### src/rtl/pb_debounce.sv
// -----------------------------------------------------------------------------
// pb_debounce
//
// Purpose
//   Four-channel pushbutton conditioner. Each raw pin is brought into the clk
//   domain through a two-flop synchroniser and then filtered by a per-channel
//   four-state FSM with a 16-bit stability counter. A new level is accepted
//   only after STABLE_CNT consecutive synchronised samples agree. Any opposite
//   sample restarts the count. The debounced level and one-cycle press/release
//   pulses are registered outputs.
//
//   Optional long-press detection is compiled in with the macro
//   PB_LONG_PRESS_EN. When the macro is defined, each channel gets a 32-bit
//   saturating hold counter, and pb_long pulses once per press after the
//   debounced level has stayed high long enough. When the macro is not
//   defined, pb_long is tied to zero and nothing else changes.
//
// Parameters
//   STABLE_CNT : consecutive agreeing samples needed to accept a change (2..65535)
//   LONG_CNT   : hold time in cycles before a long-press pulse (2..2^32-1)
//
// Ports
//   clk        : system clock, all state changes on the rising edge
//   rst        : asynchronous, active-low reset
//   pb_raw     : [3:0] raw asynchronous button pins, 1 = pressed
//   pb_level   : [3:0] debounced, registered button level
//   pb_press   : [3:0] one-cycle pulse on each accepted 0->1 transition
//   pb_release : [3:0] one-cycle pulse on each accepted 1->0 transition
//   pb_long    : [3:0] one-cycle long-press pulse (zero unless PB_LONG_PRESS_EN)
//
// Timing
//   A clean raw edge moves pb_level/pb_press exactly STABLE_CNT+2 cycles
//   later: two cycles in the synchroniser, then STABLE_CNT filter samples.
// -----------------------------------------------------------------------------
module pb_debounce #(
    parameter int unsigned STABLE_CNT = 50000,
    parameter int unsigned LONG_CNT   = 50000000
) (
    input  logic       clk,
    input  logic       rst,
    input  logic [3:0] pb_raw,
    output logic [3:0] pb_level,
    output logic [3:0] pb_press,
    output logic [3:0] pb_release,
    output logic [3:0] pb_long
);

    // The filter is complete when the counter reaches this value.
    localparam logic [15:0] STABLE_LAST = 16'(STABLE_CNT - 1);

    // Reject parameter values that the counter widths cannot represent.
    if (STABLE_CNT < 2 || STABLE_CNT > 65535) begin : g_bad_stable_cnt
        $error("pb_debounce: STABLE_CNT out of range 2..65535");
    end
    if (LONG_CNT < 2) begin : g_bad_long_cnt
        $error("pb_debounce: LONG_CNT must be at least 2");
    end

    typedef enum logic [1:0] {
        S_RELEASED     = 2'd0,
        S_PRESS_PEND   = 2'd1,
        S_PRESSED      = 2'd2,
        S_RELEASE_PEND = 2'd3
    } state_t;

    // -------------------------------------------------------------------------
    // Two-flop synchroniser. Only the second stage is used by the filters.
    // -------------------------------------------------------------------------
    logic [3:0] r_sync1;
    logic [3:0] r_sync2;

    always_ff @(posedge clk or negedge rst) begin
        if (!rst) begin
            r_sync1 <= 4'b0000;
            r_sync2 <= 4'b0000;
        end else begin
            r_sync1 <= pb_raw;
            r_sync2 <= r_sync1;
        end
    end

    // -------------------------------------------------------------------------
    // Per-channel filter
    // -------------------------------------------------------------------------
    for (genvar gi = 0; gi < 4; gi++) begin : g_ch
        state_t      r_state;
        state_t      w_state_next;
        logic [15:0] r_cnt;
        logic [15:0] w_cnt_next;
        logic        r_level;
        logic        w_level_next;
        logic        r_press;
        logic        w_press_next;
        logic        r_release;
        logic        w_release_next;
        logic        w_sync;

        assign w_sync = r_sync2[gi];

        always_ff @(posedge clk or negedge rst) begin
            if (!rst) begin
                r_state   <= S_RELEASED;
                r_cnt     <= 16'd0;
                r_level   <= 1'b0;
                r_press   <= 1'b0;
                r_release <= 1'b0;
            end else begin
                r_state   <= w_state_next;
                r_cnt     <= w_cnt_next;
                r_level   <= w_level_next;
                r_press   <= w_press_next;
                r_release <= w_release_next;
            end
        end

        always_comb begin
            w_state_next   = r_state;
            w_cnt_next     = r_cnt;
            w_level_next   = r_level;
            w_press_next   = 1'b0;
            w_release_next = 1'b0;

            case (r_state)
                S_RELEASED: begin
                    if (w_sync) begin
                        w_state_next = S_PRESS_PEND;
                        w_cnt_next   = 16'd0;
                    end
                end

                S_PRESS_PEND: begin
                    if (!w_sync) begin
                        w_state_next = S_RELEASED;
                        w_cnt_next   = 16'd0;
                    end else if (r_cnt >= STABLE_LAST - 16'd1) begin
                        // The entry sample plus STABLE_CNT-1 increments make
                        // STABLE_CNT agreeing samples. The counter stops at
                        // STABLE_LAST and never wraps.
                        w_state_next = S_PRESSED;
                        w_cnt_next   = STABLE_LAST;
                        w_level_next = 1'b1;
                        w_press_next = 1'b1;
                    end else begin
                        w_cnt_next = r_cnt + 16'd1;
                    end
                end

                S_PRESSED: begin
                    if (!w_sync) begin
                        w_state_next = S_RELEASE_PEND;
                        w_cnt_next   = 16'd0;
                    end
                end

                S_RELEASE_PEND: begin
                    if (w_sync) begin
                        // The release was only a bounce. The level never
                        // dropped, so no pulse is emitted.
                        w_state_next = S_PRESSED;
                        w_cnt_next   = 16'd0;
                    end else if (r_cnt >= STABLE_LAST - 16'd1) begin
                        w_state_next   = S_RELEASED;
                        w_cnt_next     = STABLE_LAST;
                        w_level_next   = 1'b0;
                        w_release_next = 1'b1;
                    end else begin
                        w_cnt_next = r_cnt + 16'd1;
                    end
                end

                default: begin
                    w_state_next = S_RELEASED;
                    w_cnt_next   = 16'd0;
                    w_level_next = 1'b0;
                end
            endcase
        end

        assign pb_level[gi]   = r_level;
        assign pb_press[gi]   = r_press;
        assign pb_release[gi] = r_release;

`ifdef PB_LONG_PRESS_EN
        // The hold counter is cleared only when a press is accepted. A
        // release bounce that returns to PRESSED therefore continues the same
        // hold, so the long pulse still fires at most once per press.
        localparam logic [31:0] LONG_LAST = 32'(LONG_CNT - 1);

        logic [31:0] r_lcnt;
        logic [31:0] w_lcnt_next;
        logic        r_long;
        logic        w_long_next;
        logic        w_held;

        assign w_held = (r_state == S_PRESSED) || (r_state == S_RELEASE_PEND);

        always_ff @(posedge clk or negedge rst) begin
            if (!rst) begin
                r_lcnt <= 32'd0;
                r_long <= 1'b0;
            end else begin
                r_lcnt <= w_lcnt_next;
                r_long <= w_long_next;
            end
        end

        always_comb begin
            w_lcnt_next = r_lcnt;
            w_long_next = 1'b0;
            if (w_press_next) begin
                w_lcnt_next = 32'd0;
            end else if (w_held && (r_lcnt != 32'hFFFF_FFFF)) begin
                w_lcnt_next = r_lcnt + 32'd1;
            end
            // The counter passes LONG_LAST only once per press. LONG_LAST is
            // at most 2^32-2, so the saturated value can never match it.
            if (w_held && (r_lcnt == LONG_LAST)) begin
                w_long_next = 1'b1;
            end
        end

        assign pb_long[gi] = r_long;
`else
        assign pb_long[gi] = 1'b0;
`endif
    end

endmodule

### config.mk
export PLATFORM = sky130hd
export DESIGN_NAME = pb_debounce
export DESIGN_NICKNAME = d
export VERILOG_FILES = /design/src/rtl/pb_debounce.sv
export SDC_FILE = /design/constraint.sdc
export NUM_CORES = 1
export LEC_CHECK = 0
export ABC_CLOCK_PERIOD_IN_PS = 3700
export CORE_MARGIN = 8
export CORE_UTILIZATION = 50
export DETAILED_ROUTE_END_ITERATION = 16
export DONT_BUFFER_PORTS = 1
export GPL_ROUTABILITY_DRIVEN = 1
export PLACE_DENSITY_LB_ADDON = 0.3
export SYNTH_ARGS = -nofsm -noshare
export SYNTH_HDL_FRONTEND = slang
export SYNTH_SLANG_ARGS = --single-unit
export TNS_END_PERCENT = 1
### constraint.sdc
create_clock -name clk -period 3.7 [get_ports clk]
set_input_delay 0.74 -clock clk [delete_from_list [all_inputs] [get_ports clk]]
set_output_delay 0.74 -clock clk [all_outputs]
set_load 0.1 [all_outputs]
==> results of run 1 <==
-- metrics by stage --
stage	util, %	hold slack, ns	instance area [um2]	cells
after floorplan	-	0.3312	5022	539
after global routing	53.03	0.02981	5184	653
after CTS	53.03	0.04253	5184	653
after detailed placement	50.99	0.3347	4984	637
final	53.03	0.06514	5184	653
after global placement	50.99	0.3339	4984	637
-- synth_stat cells, types with 4 or more instances --
master	number
dfrtp_1	92
nand2_1	51
o21ai_0	48
a21oi_1	28
nor2_1	28
nand3_1	27
nor3_1	23
inv_1	22
buf_4	18
nand4_1	15
a22o_1	12
a31oi_1	12
clkbuf_1	11
o21a_1	11
a21o_1	9
and2_1	9
nor4_1	9
ha_1	8
o22ai_1	8
mux2i_1	7
xor2_1	7
o31ai_1	6
and3_1	5
nor3b_1	5
o211ai_1	5
o31a_1	5
or2_2	5
a41oi_1	4
buf_2	4
-- metal layers --
layer	up-vias	global-route usage [%]	routed length, um	share of wire (%)
li1	1911	-	-	-
met1	1872	20.28	4605	47
met2	92	25.20	4591	47
met3	13	3.826	476	4.8
met4	0	5.964	144	1.5
met5	-	0	0	0
-- power groups by stage --
stage / logic, uW / clock network [uW] / registers, uW
finish: 99.4 / 679 / 1040
detailed placement: 97.9 / 0 / 1060
floorplan: 89.8 / 0 / 1050
global placement: 95.8 / 0 / 1050
CTS: 98.9 / 702 / 1040
global route: 111 / 744 / 1040
-- registers in the layout, summed over array words and instances, names as in the netlist, named ones only --
signal,count
g_ch.r_state,4
g_ch.r_press,4
g_ch.r_cnt,64
g_ch.r_release,4
r_sync2,4
r_sync1,4
g_ch.r_level,4
-- cell usage in the layout (no fill, tap or decap), drive strengths merged, types with 3 or more instances in the layout --
cell type  instances
a2111oi            3
o211ai             6
mux2i              7
clkbuf             9
dfrtp             92
inv               23
o31ai              6
or2                5
a41oi              4
a21oi             28
nand4             15
nand3b             3
nor3b              5
nor2              29
xor2               7
nor4               9
conb               4
mux2               3
a21o               9
o22ai              8
and3               5
clkinv             3
nand2             51
o21ai             52
ha                 8
o21a              11
nand3             27
o31a               5
a22o              12
and2              10
nor3              27
a31oi             12
-- kinds of logic (layout without fill, tap and decap cells) --
family | Yosys count | count (layout) | synth area share, %
and+or+nand+nor | 191 | 191 | 19.35
AOI/OAI and AO/OA | 169 | 169 | 23.42
DFF | 92 | 92 | 45.94
buffers and inverters | 57 | 38 | 5.743
muxes | 10 | 10 | 2.072
adders and majority gates | 8 | 8 | 1.998
xor gates and xnor gates | 8 | 8 | 1.398
other | 1 | 4 | 0.07483
-- layout make-up --
type / instances / area (um2) / share of cell area, %
clock buffers: 9 / 123.9 / 2.390
flip-flops and latches: 92 / 2302 / 44.41
multi-input cells: 390 / 2432 / 46.92
clock inverters: 7 / 76.32 / 1.472
well taps: 133 / 166.4 / 3.210
inverters: 22 / 82.58 / 1.593
-- final timing paths --
| check | endpoint | slack, ns | cells past startpoint |
|---|---|---|---|
| setup reg to reg | g_ch[2].r_cnt[7] | 1.15 | 7 |
| max in group asynchronous | g_ch[0].r_cnt[12] | 3.46 | 0 |
| hold / removal | g_ch[0].r_cnt[7] | 0.07 | 0 |
| setup / recovery | g_ch[2].r_cnt[7] | 1.15 | 7 |
| hold reg to reg | r_sync2[0] | 0.35 | 0 |
| min in group clk | r_sync2[0] | 0.35 | 0 |
==> key figures, run 1 <==
Status
  – Status: finished clean

Clock tree
  – Post-CTS Resized: 0
  – H-tree Lvls: 3
  – TritonCTS clock tree: yes
  – Clk_lat worst skew: 0.36 ns
  – Post-CTS Setup Bufs: 0
  – Root Driver: clkbuf_8
  – Clock Path Buffers: 2
  – Worst-path clk slew: 0.08 ns
  – Hold Buf Count CTS: 0
  – CTS Buf Count: 9
  – Clk sinks: 92

Timing
  – Fin crit period: 2.548 ns
  – Setup TNS: 0 ns
  – Tcrit/Tclk final: 68.85%
  – Final setup fails: 0
  – Actual slew at the worst max-slew pin: 1.153 ns
  – Slew Limit Fails: 0
  – Relative slew slack: 22.55%
  – Fin Clk Skew: 0.007036 ns
  – PnR worst setup slack: 1.152 ns
  – Final Hold Viols: 0
  – F_max: 392.5 MHz
  – RSZ-0062 raised after global routing: false

Setup path
  – WP data required: 3.97 ns
  – Critical Path AT: 2.82 ns
  – Crit path max-delay family: simple AND/OR/NAND/NOR gates
  – CP cell instances: inv_1 -> ha_1 -> o211ai_1 -> a2111oi_4 -> nor3_1 -> nand2_1 -> o31ai_1
  – Critical path launch point type: flop
  – Worst path bufs/invs: 1
  – Crit path from: g_ch[2].r_cnt[0]
  – Crit Path Max Fanout: 11
  – CP max-delay cell: nor3_1
  – Origin of the critical flop-to-flop path: g_ch[2].r_cnt[0]
  – Peak per-stage delay on the critical path: 0.94 ns
  – Crit end category: flop
  – Setup CP Type: reg2reg

Cells and area
  – Nets@finish: 529
  – N_diodes: 0
  – P&R area growth vs syn: 3.446%
  – Fillers: 897
  – Share of cells above drive strength 1: 7.500%

Die
  – DIE AREA: 13,480 um2
  – Rows: 36
  – Area of the core: 9774 um2
  – # IOs: 22
  – DIE WIDTH: 116.1 um
  – Starting Density: 51.27%
  – Die H: 116.1 um

Power
  – Share of power burned in registers: 57.1%
  – Int Pwr: 1362 uW
  – Clock power share: 37.4%
  – Worst vdd ir: 0.2443 mV
  – Leak: 0.002089 uW
  – Switch share: 24.87%
  – Pwr Density: 349.8 nW/um2
  – Pwr Total: 1813 uW
  – Net switching power: 451.0 uW
  – Part of the power in combinational logic: 5.5%

Global route
  – GRT Residual Overflow: 0
  – Global Route Usage Sum: 15.77%
  – Initial antenna violation count: 0
  – Largest net degree at the start of global routing: 93
  – Vias in the first global route: 3,641
  – First-pass GRT wire length: 17,020 um

Drt
  – Remaining antenna violation count: 0
  – Routed WL per cell: 15.03 um
  – Drt first pass iters: 5
  – DRC: 0
  – Via count: 3,888
  – Drt total wl: 9817 um
  – Initial DRC Count: 276
  – Vias per cell: 5.954

Logic synthesis
  – Post-synth top flop: dfrtp_1
  – Avg Cell Area, Syn: 9.349 um2
  – Top-area cell type share of the netlist area: 45.94%
  – Cell taking the most area after synthesis: dfrtp_1
  – Seq/Total Area, Yosys: 45.94%
  – Post-Syn Area: 5011 um2
  – Yosys warnings: 0
  – Post-synth EDFFs: 0
  – Largest cells by area after synthesis: dfrtp_1 (46%), o21ai_0 (4.8%), nand2_1 (3.8%)
  – Count of cell types in the netlist: 58
  – Cells after Synth: 536
  – Synth async-reset ratio: 100.0%
  – Synthesis-stage register bit count: 92

Run
  – Max Cap Violations: 0

Placed design
  – Routability congestion estimate: 0.8623
  – Pre-CTS setup slack: 1.202 ns
  – Number of port buffers: 0
  – HPWL Detailed: 6700 um

Worst hold path
  – HP Class: in2async
Note: power is estimated with default switching activity, not from simulation.
==> run 2: changes to the inputs <==
--- a/config.mk
+++ b/config.mk
@@ -5,7 +5,7 @@
 export SDC_FILE = /design/constraint.sdc
 export NUM_CORES = 1
 export LEC_CHECK = 0
-export ABC_CLOCK_PERIOD_IN_PS = 3700
+export ABC_CLOCK_PERIOD_IN_PS = 2600
 export CORE_MARGIN = 8
 export CORE_UTILIZATION = 50
 export DETAILED_ROUTE_END_ITERATION = 16
==> constraint.sdc (replaced) <==
create_clock -name clk -period 2.6 [get_ports clk]
set_input_delay 0.52 -clock clk [delete_from_list [all_inputs] [get_ports clk]]
set_output_delay 0.52 -clock clk [all_outputs]
set_load 0.1 [all_outputs]
==> run 2 against run 1 <==
- via count is 0.44% higher
- critical path depth stayed put
- the flow now finishes with violations (hold timing)
- sequential share of layout area decreased by 0.69 points
- die area unchanged
- largest power group unchanged
==> key figures, run 2 (synthesis gave the netlist of run 1 again) <==
Clock tree
  – Clk_lat worst skew: 0.36 ns
  – Clock Path Buffers: 2
  – H-tree Lvls: 3
  – TritonCTS clock tree: yes
  – CTS Buf Count: 9
  – Root Driver: clkbuf_8
  – Clk sinks: 92
  – Worst-path clk slew: 0.08 ns
  – Post-CTS Setup Bufs: 0
  – Post-CTS Resized: 0

Die
  – DIE AREA: 13,480 um2
  – # IOs: 22
  – Starting Density: 51.27%
  – DIE WIDTH: 116.1 um
  – Area of the core: 9774 um2
  – Die H: 116.1 um
  – Rows: 36

Setup path
  – Reg-to-reg setup timing slack: 0.53 ns
  – Crit end category: flop
  – Critical Path AT: 2.32 ns
  – Setup CP Type: reg2reg
  – Critical path launch point type: flop
  – Crit Path Max Fanout: 14
  – WP data required: 2.85 ns

Power
  – Part of the power in combinational logic: 5.5%
  – Switch share: 23.58%
  – Int Pwr: 2043 uW
  – Share of power burned in registers: 55.1%
  – Clock power share: 39.4%
  – Leak: 0.002145 uW
  – Worst vdd ir: 0.3697 mV
  – Pwr Total: 2674 uW
  – Pwr Density: 507.8 nW/um2
  – Net switching power: 630.5 uW

Cells and area
  – Nets@finish: 537
  – Max reg flops: 64
  – Share of cells above drive strength 1: 8.902%
  – Seq. cell area: 2302 um2
  – Most common cell after layout, fill and taps aside: dfrtp_1
  – Largest register by flop count: g_ch.r_cnt
  – Fillers: 867
  – Most frequent cells in the layout: dfrtp_1 (92), nand2_1 (51), o21ai_0 (48), nor2_1 (28), a21oi_1 (28)
  – P&R area growth vs syn: 5.069%
  – N_diodes: 0
  – Multi-input gate area: 2432 um2

Drt
  – Routed WL per cell: 15.15 um
  – DRC: 0
  – Remaining antenna violation count: 0
  – Drt total wl: 10,020 um
  – Vias per cell: 5.908
  – Initial DRC Count: 294
  – Drt first pass iters: 5
  – Via count: 3,905

Global route
  – GRT Residual Overflow: 0
  – Largest net degree at the start of global routing: 93
  – Vias in the first global route: 3,778
  – First-pass GRT wire length: 17,640 um
  – Global Route Usage Sum: 16.15%
  – Initial antenna violation count: 0

Status
  – Failing checks: hold timing
  – Status: finished, violations left

Timing
  – Hold slack final: -0.1488 ns
  – Final setup fails: 0
  – Fin Clk Skew: 0.008845 ns
  – RSZ-0062 raised after global routing: false
  – Final Hold Viols: 92
  – Actual slew at the worst max-slew pin: 0.9245 ns
  – Fin crit period: 2.074 ns
  – Relative slew slack: 38.37%
  – F_max: 482.2 MHz
  – Setup TNS: 0 ns
  – Slew Limit Fails: 0
  – Tcrit/Tclk final: 79.76%

Placed design
  – Routability congestion estimate: 0.8330
  – HPWL Detailed: 6852 um
  – Number of port buffers: 0

Worst hold path
  – HP Class: in2async

Run
  – Max Cap Violations: 0
==> run 2: cell types whose count changed in the layout (fill, tap and decap cells not counted) <==
| cell | change |
|---|---|
| clkinvlp_4 | -1 |
| buf_4 | +8 |
| clkbuf_8 | +4 |
| inv_6 | -1 |
| clkinv_4 | -2 |
==> run 2: per-stage QoR <==
stage	hold WS [ns]	worst slack (ns)	cells	util, %	cell area, um2
after floorplan	0.2244	0.7175	539	-	5022
after global placement	0.2279	0.5886	645	51.60	5044
after detailed placement	0.2284	0.5377	645	51.60	5044
after CTS	-0.1658	0.5208	661	53.87	5265
after global routing	-0.1749	0.3554	661	53.87	5265
final	-0.1488	0.5262	661	53.87	5265
==> run 2: layout make-up <==
class / instances / area share (%)
Tap cell: 133 / 3.161
Sequential cell: 92 / 43.73
Clock inverter: 3 / 0.8080
Timing Repair Buffer: 8 / 1.141
Multi-Input combinational cell: 390 / 46.20
Clock buffer: 13 / 3.398
Inverter: 22 / 1.568
==> run 2: worst paths after layout <==
kind                                  start                 to  cells past startpoint
min                                     rst   g_ch[0].r_cnt[2]                      0
min reg2reg                      r_sync1[1]         r_sync2[1]                      0
max                        g_ch[0].r_cnt[0]  g_ch[0].r_cnt[12]                      7
max in group asynchronous               rst   g_ch[1].r_cnt[0]                      0
max reg2reg                g_ch[0].r_cnt[0]  g_ch[0].r_cnt[12]                      7
min in group clk                  pb_raw[3]         r_sync1[3]                      0
==> run 2: power by group through the flow <==
stage               combinational [uW]  sequential, uW  clock [uW]
finish                             147            1470        1050
global route                       164            1480        1130
CTS                                147            1470        1070
detailed placement                 146            1500           0
global placement                   142            1500           0
floorplan                          128            1500           0
==> run 2: critical path: stages (launching register included) <==
cell	delay, ns
dfrtp_1	0.42
inv_1	0.11
ha_1	0.20
o211ai_4	0.10
a2111oi_4	0.50
nor3_4	0.17
and4_1	0.22
mux2_2	0.25
==> run 2: metal layers <==
metal,vias to the layer above,GRT usage (%),part of all wire [%]
li1,1917,-,-
met1,1898,21.16,48
met2,74,26.40,47
met3,16,3.516,4.4
met4,0,4.408,1.3
met5,-,0,0
==> run 3: changes to the inputs <==
--- a/config.mk
+++ b/config.mk
@@ -5,7 +5,7 @@
 export SDC_FILE = /design/constraint.sdc
 export NUM_CORES = 1
 export LEC_CHECK = 0
-export ABC_CLOCK_PERIOD_IN_PS = 2600
+export ABC_CLOCK_PERIOD_IN_PS = 2120
 export CORE_MARGIN = 8
 export CORE_UTILIZATION = 50
 export DETAILED_ROUTE_END_ITERATION = 16
==> constraint.sdc (replaced) <==
create_clock -name clk -period 2.12 [get_ports clk]
set_input_delay 0.424 -clock clk [delete_from_list [all_inputs] [get_ports clk]]
set_output_delay 0.424 -clock clk [all_outputs]
set_load 0.1 [all_outputs]
==> run 3 against run 2 <==
- the run still ends with hold timing left
- wire length grew 3.1%
- largest cell class unchanged
- total power grew 20%
- sequential power grew 23%
- clock skew grew 0.00060 ns
- clock-buffer cell count shrank 2
- register-to-register slack lost 0.37 ns
- core utilization grew 1.5 points
==> key figures, run 3 (synthesis gave the netlist of run 1 again) <==
Timing
  – Relative slew slack: 37.65%
  – Fin crit period: 1.964 ns
  – Setup TNS: 0 ns
  – RSZ-0062 raised after global routing: true
  – Final setup fails: 0
  – Tcrit/Tclk final: 92.65%
  – Fin Clk Skew: 0.009449 ns
  – PnR worst setup slack: 0.1558 ns
  – Actual slew at the worst max-slew pin: 0.9318 ns
  – Final Hold Viols: 92
  – Hold slack final: -0.2482 ns
  – F_max: 509.1 MHz
  – Slew Limit Fails: 0

Setup path
  – Critical Path AT: 2.20 ns
  – Setup CP Type: reg2reg
  – Crit path max-delay family: compound AO/OA/AOI/OAI gates
  – Crit Path Max Fanout: 11
  – WP data required: 2.36 ns
  – Worst reg2reg path endpoint: g_ch[2].r_cnt[12]
  – Peak per-stage delay on the critical path: 0.44 ns
  – Critical path launch point type: flop
  – Worst reg2reg path depth: 8
  – CP cell instances: inv_1 -> ha_1 -> o211ai_1 -> a2111oi_4 -> nor3_1 -> buf_4 -> a21o_1 -> a22o_1
  – Worst path bufs/invs: 2
  – Reg-to-reg setup timing slack: 0.16 ns
  – Origin of the critical flop-to-flop path: g_ch[2].r_cnt[0]
  – Crit end category: flop
  – CP max-delay cell: a2111oi_4

Drt
  – Initial DRC Count: 299
  – Remaining antenna violation count: 0
  – DRC: 0
  – Via count: 3,989
  – Drt total wl: 10,330 um
  – Vias per cell: 5.849
  – Routed WL per cell: 15.15 um
  – Drt first pass iters: 5

Clock tree
  – CTS Buf Count: 9
  – Worst-path clk slew: 0.09 ns
  – Root Driver: clkbuf_8
  – Clk sinks: 92
  – H-tree Lvls: 3
  – Clk_lat worst skew: 0.35 ns
  – Clock Path Buffers: 2
  – TritonCTS clock tree: yes

Cells and area
  – Share of cells above drive strength 1: 12.75%
  – Most frequent cells in the layout: dfrtp_1 (92), nand2_1 (51), o21ai_0 (47), buf_4 (29), a21oi_1 (28)
  – Max reg flops: 64
  – Fillers: 881
  – Multi-input gate area: 2444 um2
  – Seq. cell area: 2302 um2
  – Most common cell after layout, fill and taps aside: dfrtp_1
  – P&R area growth vs syn: 8.040%
  – Largest register by flop count: g_ch.r_cnt
  – N_diodes: 0
  – Nets@finish: 558

Die
  – # IOs: 22
  – Starting Density: 51.27%
  – DIE AREA: 13,480 um2
  – Rows: 36
  – Area of the core: 9774 um2
  – DIE WIDTH: 116.1 um
  – Die H: 116.1 um

Global route
  – GRT Residual Overflow: 0
  – Largest net degree at the start of global routing: 93
  – Global Route Usage Sum: 15.93%
  – Vias in the first global route: 3,781
  – First-pass GRT wire length: 17,510 um
  – Initial antenna violation count: 0

Worst hold path
  – HP Class: in2async

Run
  – Max Cap Violations: 0

Placed design
  – Number of port buffers: 0
  – HPWL Detailed: 7143 um
  – Pre-CTS setup slack: 0.1371 ns
  – Routability congestion estimate: 0.8879

Power
  – Worst vdd ir: 0.5706 mV
  – Leak: 0.002247 uW
  – Pwr Density: 591.0 nW/um2

Status
  – Status: finished, violations left
  – Failing checks: hold timing
-- run 3: cell types whose count changed in the layout (fill, tap and decap cells not counted), sizes merged --
cell and change:
clkinv +3, clkinvlp -1, buf +21, clkbuf -2
-- run 3: layout make-up --
class	count	area share, %
Clock buffer	11	2.796
Inverter	22	1.525
Clock inverter	5	0.9244
Timing Repair Buffer	29	4.021
Multi-Input combinational cell	390	45.14
Sequential cell	92	42.52
Tap cell	133	3.074
-- run 3: power breakdown --
| part | internal, uW | switching [uW] |
|---|---|---|
| combinational | 62.9 | 130 |
| sequential | 1780 | 28.8 |
| clock | 602 | 599 |
| total | 2440 | 757 |
-- run 3: how the worst max path moves through the flow --
stage | cells after the start | to | slack [ns] | start
floorplan | 7 | g_ch[0].r_cnt[12] | 0.24 | g_ch[0].r_cnt[0]
global placement | 7 | g_ch[3].r_cnt[2] | 0.18 | g_ch[3].r_cnt[0]
detailed placement | 7 | g_ch[1].r_cnt[7] | 0.14 | g_ch[1].r_cnt[0]
CTS | 7 | g_ch[1].r_cnt[7] | 0.13 | g_ch[1].r_cnt[0]
global route | 7 | g_ch[0].r_cnt[12] | -0.006 | g_ch[0].r_cnt[0]
finish | 8 | g_ch[2].r_cnt[12] | 0.16 | g_ch[2].r_cnt[0]
-- run 3: through the flow --
step	instances	total power [uW]	utilization, %	hold WS (ns)	instance area, um2
after floorplan	539	1992	-	0.1284	5022
after global placement	666	2024	53.21	0.1319	5201
after detailed placement	666	2030	53.21	0.1322	5201
after CTS	682	3229	55.27	-0.2575	5403
after global routing	682	3312	55.39	-0.2676	5414
final	682	3200	55.39	-0.2482	5414
-- run 3: repair_timing --
action | CTS | global route
gates resized for setup | 0 | 4
endpoints found under the setup margin | 0 | 12
endpoints found under the hold margin | 92 | 92
buffers inserted | 0 | 0
-- run 3: routing by layer --
layer	up-vias	track usage [%]	part of all wire, %
li1	1962	-	-
met1	1926	20.65	47
met3	14	3.413	4.2
met5	-	0	0
met4	0	5.791	1.3
met2	87	25.70	48
